[config.mk]
export PLATFORM = sky130hd
export DESIGN_NAME = handshake_pipe
export DESIGN_NICKNAME = d
export VERILOG_FILES = /design/src/rtl/handshake_pipe.sv
export SDC_FILE = /design/constraint.sdc
export NUM_CORES = 1
export LEC_CHECK = 0
export CORE_ASPECT_RATIO = 1.2
export CORE_MARGIN = 3
export CORE_UTILIZATION = 53
export CTS_CLUSTER_SIZE = 14
export DETAILED_ROUTE_END_ITERATION = 8
export GPL_ROUTABILITY_DRIVEN = 0
export GPL_TIMING_DRIVEN = 0
export PLACE_DENSITY_LB_ADDON = 0.1
export SYNTH_ARGS = -nofsm -noshare
export SYNTH_HDL_FRONTEND = slang
export SYNTH_SLANG_ARGS = --single-unit
[constraint.sdc]
create_clock -name clk -period 2.18 [get_ports clk]
set_input_delay 0.327 -clock clk [delete_from_list [all_inputs] [get_ports clk]]
set_output_delay 0.327 -clock clk [all_outputs]
set_load 0.01 [all_outputs]
[src/rtl/handshake_pipe.sv]
// handshake_pipe: chain of STAGES valid/ready skid stages with occupancy count and flush.
// Optional HANDSHAKE_PIPE_STALL_CNT_EN adds a saturating 16-bit downstream stall counter.
module handshake_pipe #(
    parameter  int DATA_W = 8,
    parameter  int STAGES = 2,
    localparam int CNT_W  = $clog2(2*STAGES+1)
) (
    input  logic              clk,
    input  logic              rst,
    input  logic              flush_i,
    input  logic              valid_pre_i,
    input  logic [DATA_W-1:0] data_pre_i,
    output logic              ready_pre_o,
    output logic              valid_post_o,
    output logic [DATA_W-1:0] data_post_o,
    input  logic              ready_post_i,
    output logic [CNT_W-1:0]  count_o
`ifdef HANDSHAKE_PIPE_STALL_CNT_EN
    ,
    output logic [15:0]       stall_cnt_o
`endif
);

    logic [STAGES-1:0]             m_valid;
    logic [STAGES-1:0]             s_valid;
    logic [STAGES-1:0]             in_valid;
    logic [STAGES-1:0]             out_rdy;
    logic [STAGES-1:0]             in_fire;
    logic [STAGES-1:0]             adv;
    logic [STAGES-1:0][DATA_W-1:0] m_data;
    logic [STAGES-1:0][DATA_W-1:0] in_data;

    logic up_fire;
    logic dn_fire;

    for (genvar k = 0; k < STAGES; k++) begin : g_stage
        logic              mv;
        logic              sv;
        logic [DATA_W-1:0] md;
        logic [DATA_W-1:0] sd;

        if (k == 0) begin : g_first
            assign in_valid[k] = valid_pre_i;
            assign in_data[k]  = data_pre_i;
        end else begin : g_chain
            assign in_valid[k] = m_valid[k-1];
            assign in_data[k]  = m_data[k-1];
        end

        if (k == STAGES-1) begin : g_last
            assign out_rdy[k] = ready_post_i;
        end else begin : g_next
            assign out_rdy[k] = !s_valid[k+1];
        end

        assign in_fire[k] = in_valid[k] && !sv;
        assign adv[k]     = !mv || out_rdy[k];
        assign m_valid[k] = mv;
        assign s_valid[k] = sv;
        assign m_data[k]  = md;

        // main/skid update: advance when main is free or drained, else absorb into skid
        always_ff @(posedge clk or posedge rst) begin
            if (rst) begin
                mv <= 1'b0;
                sv <= 1'b0;
                md <= '0;
                sd <= '0;
            end else if (flush_i) begin
                mv <= 1'b0;
                sv <= 1'b0;
            end else if (adv[k]) begin
                mv <= sv || in_fire[k];
                sv <= 1'b0;
                if (sv) begin
                    md <= sd;
                end else if (in_fire[k]) begin
                    md <= in_data[k];
                end
            end else if (in_fire[k]) begin
                sv <= 1'b1;
                sd <= in_data[k];
            end
        end
    end

    assign ready_pre_o  = !s_valid[0];
    assign valid_post_o = m_valid[STAGES-1];
    assign data_post_o  = m_data[STAGES-1];

    assign up_fire = valid_pre_i && ready_pre_o;
    assign dn_fire = valid_post_o && ready_post_i;

    // occupancy tracks boundary fires only; internal hand-offs conserve entries
    always_ff @(posedge clk or posedge rst) begin
        if (rst) begin
            count_o <= '0;
        end else if (flush_i) begin
            count_o <= '0;
        end else begin
            unique case ({up_fire, dn_fire})
                2'b10:   count_o <= count_o + 1'b1;
                2'b01:   count_o <= count_o - 1'b1;
                default: count_o <= count_o;
            endcase
        end
    end

`ifdef HANDSHAKE_PIPE_STALL_CNT_EN
    // counts cycles the output is held back by downstream, saturating
    always_ff @(posedge clk or posedge rst) begin
        if (rst) begin
            stall_cnt_o <= '0;
        end else if (flush_i) begin
            stall_cnt_o <= '0;
        end else if (valid_post_o && !ready_post_i
                     && stall_cnt_o != 16'hFFFF) begin
            stall_cnt_o <= stall_cnt_o + 16'd1;
        end
    end
`else
    // no stall counter in this build
`endif

endmodule

==> summary.txt <==
Flow run
  • Max-cap viol count: 0

Pwr
  • Leakage power: 0.940 nW
  • Pwr Density: 758 mW/mm^2
  • Design Power: 1.66 mW
  • IR drop worst, VDD: between 600 and 700 uV

Synth
  • Commonest cells post-synth: 49 x mux2_2, 39 x dfrtp_1, 5 x nor2_1
  • Syn Nets: 140
  • Synth unique cells: 26
  • Mapped Cells: roughly 130
  • Number of flops mapped to enable cells by yosys: 0
  • Count leader, synth: mux2_2
  • Synth Area per Inst: 14.4 sq um
  • Commonest register cell after synthesis: dfrtp_1
  • Post-Syn Area: 0.00182 sq mm
  • Leading area contributor after synthesis: dfrtp_1
  • Synth warn: 0
  • Flops & latches, synth: 39
  • Synth async-reset ratio: 1.00
  • Sequential fraction of the synthesis area: 0.536
  • Top post-synthesis cells by area: dfrtp_1 54%, mux2_2 30%, nor4b_4 1.3%
  • Synth top area share: 0.536

Detailed routing
  • DR pass1 iterations: 4
  • First-iteration detailed-routing DRC count: 26
  • Avg Vias per Cell: 5.49
  • DRC violations left: 0
  • Average wire per standard cell: 15.3 microns
  • Vias after detailed routing: ~1,100
  • Total wire length: 2980 microns
  • Remaining antenna violation count after routing: 0

CTS
  • Worst-path clk slew: 110 ps
  • Htree depth: 2
  • CTS max path bufs: 2
  • Setup bufs post-CTS: 0
  • CTS buffer count: 5
  • CTS Root Cell: clkbuf_4
  • Clock latency on the worst-skew pair: 340 ps
  • Post_cts resized: 0
  • Hold buffers post-CTS: 0
  • Clock sinks: 39
  • CTS tree: yes

STA
  • Worst Skew: 6.62 ps
  • Setup TNS: 0 ps
  • Max Transition Viols Final: 0
  • # setup viols final: 0
  • Least-Margin Pin Slew: 779 ps
  • RSZ-0062 raised after global routing: no
  • Final worst slack: 97.5 ps
  • Minimum clock period: 2080 ps
  • Achievable clock frequency: 0.480 GHz
  • Final Hold Fails: 0
  • Relative slew margins: 0.480
  • Final period util: 0.955

Critical path
  • Data required, critical path: 2460 ps
  • Critical Path Slowest Stage Cell: or4b_1
  • Worst Path Class, Setup: in2reg
  • Critical Path Max Stage Delay: 550 ps
  • Reg2Reg Capture Point: count_o[2]
  • RR Startpoint: g_stage[0].sv
  • CP Launch Type: input pin
  • Reg2reg setup slack: 240 ps
  • Arrival time at the worst endpoint: between 2000 and 2500 ps
  • Critical Path Sink Type: register
  • Largest fanout on the critical path: 5
  • Reg2Reg Depth: 5
  • Crit path cell chain: clkdlybuf4s50_1 -> nor2b_1 -> nor2_1 -> fa_1 -> or4b_1 -> nand4b_1

Die
  • Std-Cell Core Area: 0.00317 sq mm
  • Die ar.: 0.00418 sq mm
  • Chip width: around 60 microns
  • Initial core utilization: 0.575
  • I/O pin count: 26
  • Die H: about 70 microns
  • Cell row count: 22

Placed design
  • DP Area: between 0.002 and 0.0025 sq mm
  • I/O Buffers: 25
  • Final HPWL DP: 2160 microns
  • Dpl ws: -245 ps

Global routing
  • GRT Total Usage: 0.164
  • Initial antenna violation count: 0
  • Vias in the first global route: 1,107
  • First-pass GRT wire length: between 5000 and 6000 microns
  • Largest net degree at the start of global routing: 40
  • Grt total ovfl: 0

Finish
  • Fin nets: 172
  • Number of fill cells: 238
  • Fraction of layout cells with a size suffix above 1: 0.415
  • Post-layout util: 0.690
  • Diodes inserted: 0
  • Post-route cell area: 0.00218 sq mm
  • Area growth syn-to-layout: 20.0%

Run status
  • Outcome: completed

Min path
  • Hold Crit Class: in2async
-- worst max-delay path by stage --
stage,depth (start not counted),slack (ps),from,endpoint
3_5_place_dp,6,-240,valid_pre_i,count_o[2]
2_1_floorplan,5,430,valid_post_o,count_o[2]
4_1_cts,6,120,valid_pre_i,count_o[2]
6_report,6,100,valid_pre_i,count_o[2]
3_3_place_gp,6,-170,valid_pre_i,count_o[2]
5_1_grt,6,50,valid_pre_i,count_o[2]
-- logic make-up (layout without fill, tap and decap cells) --
family          after synthesis  after routing  synth area share
fa+ha+maj                     1              1            0.0110
flops                        39             39             0.536
buf+inv                       5             38            0.0151
compound gates                4              4            0.0110
xor+xnor                      1              1           0.00481
simple gates                 26             26             0.113
mux                          50             50             0.309
-- layout make-up --
class / instances / area, sq um / share of cell area
inverter: 2 / 7.51 / 0.00344
clock buffer: 8 / 68.8 / 0.0315
tap: 36 / 45.0 / 0.0206
buffer: 3 / 20.0 / 0.00916
sequential: 39 / 976 / 0.447
multi-input combinational: 82 / 817 / 0.374
timing repair buffer: 25 / 250 / 0.115
-- registers in the layout (all words and copies together) (netlist names) --
signal	flops
count_o	3
g_stage.md	8
g_stage.sd	16
data_post_o	8
g_stage.sv	2
g_stage.mv	1
valid_post_o	1
-- power breakdown --
group / internal [mW] / total [mW] / switching [mW] / leakage [nW]
Clock: 0.190 / 0.408 / 0.218 / 0.0386
Sequential: 0.831 / 0.897 / 0.0653 / 0.501
Combinational: 0.226 / 0.351 / 0.125 / 0.401
Total: 1.25 / 1.66 / 0.409 / 0.940
-- worst max-delay path, delay by kind of cell --
family,cells,cell delay [ps]
buffers and inverters,1,520
AND/OR/NAND/NOR,4,1090
adder cells (fa/ha/maj),1,430
-- through the flow --
step	instances	hold slack, ps
after global placement	187	483
after detailed placement	187	493
after global routing	195	492
after floorplan	126	475
after CTS	195	470
final	195	447
-- cell usage in the layout (no fill, tap or decap), drive strengths merged --
| master | netlist | final |
|---|---|---|
| nand4 | 1 | 1 |
| nor2b | 3 | 3 |
| clkbuf | 0 | 8 |
| nor2 | 7 | 7 |
| xnor2 | 1 | 1 |
| fa | 1 | 1 |
| mux2i | 1 | 1 |
| a21oi | 3 | 3 |
| buf | 3 | 3 |
| nand2b | 4 | 4 |
| clkdlybuf4s50 | 0 | 25 |
| dfrtp | 39 | 39 |
| nand4b | 1 | 1 |
| or4b | 1 | 1 |
| nor3b | 2 | 2 |
| mux2 | 49 | 49 |
| nor4b | 1 | 1 |
| inv | 2 | 2 |
| o21ai | 1 | 1 |
| nand3b | 2 | 2 |
| nand2 | 2 | 2 |
| nor3 | 2 | 2 |
-- per-layer routing --
layer	track usage	vias to the layer above	part of all wire
li1	-	513	-
met1	0.231	529	0.46
met2	0.235	23	0.48
met3	0.0407	5	0.042
met4	0.0813	0	0.019
met5	0	-	0
Note: power is estimated with default switching activity, not from simulation.
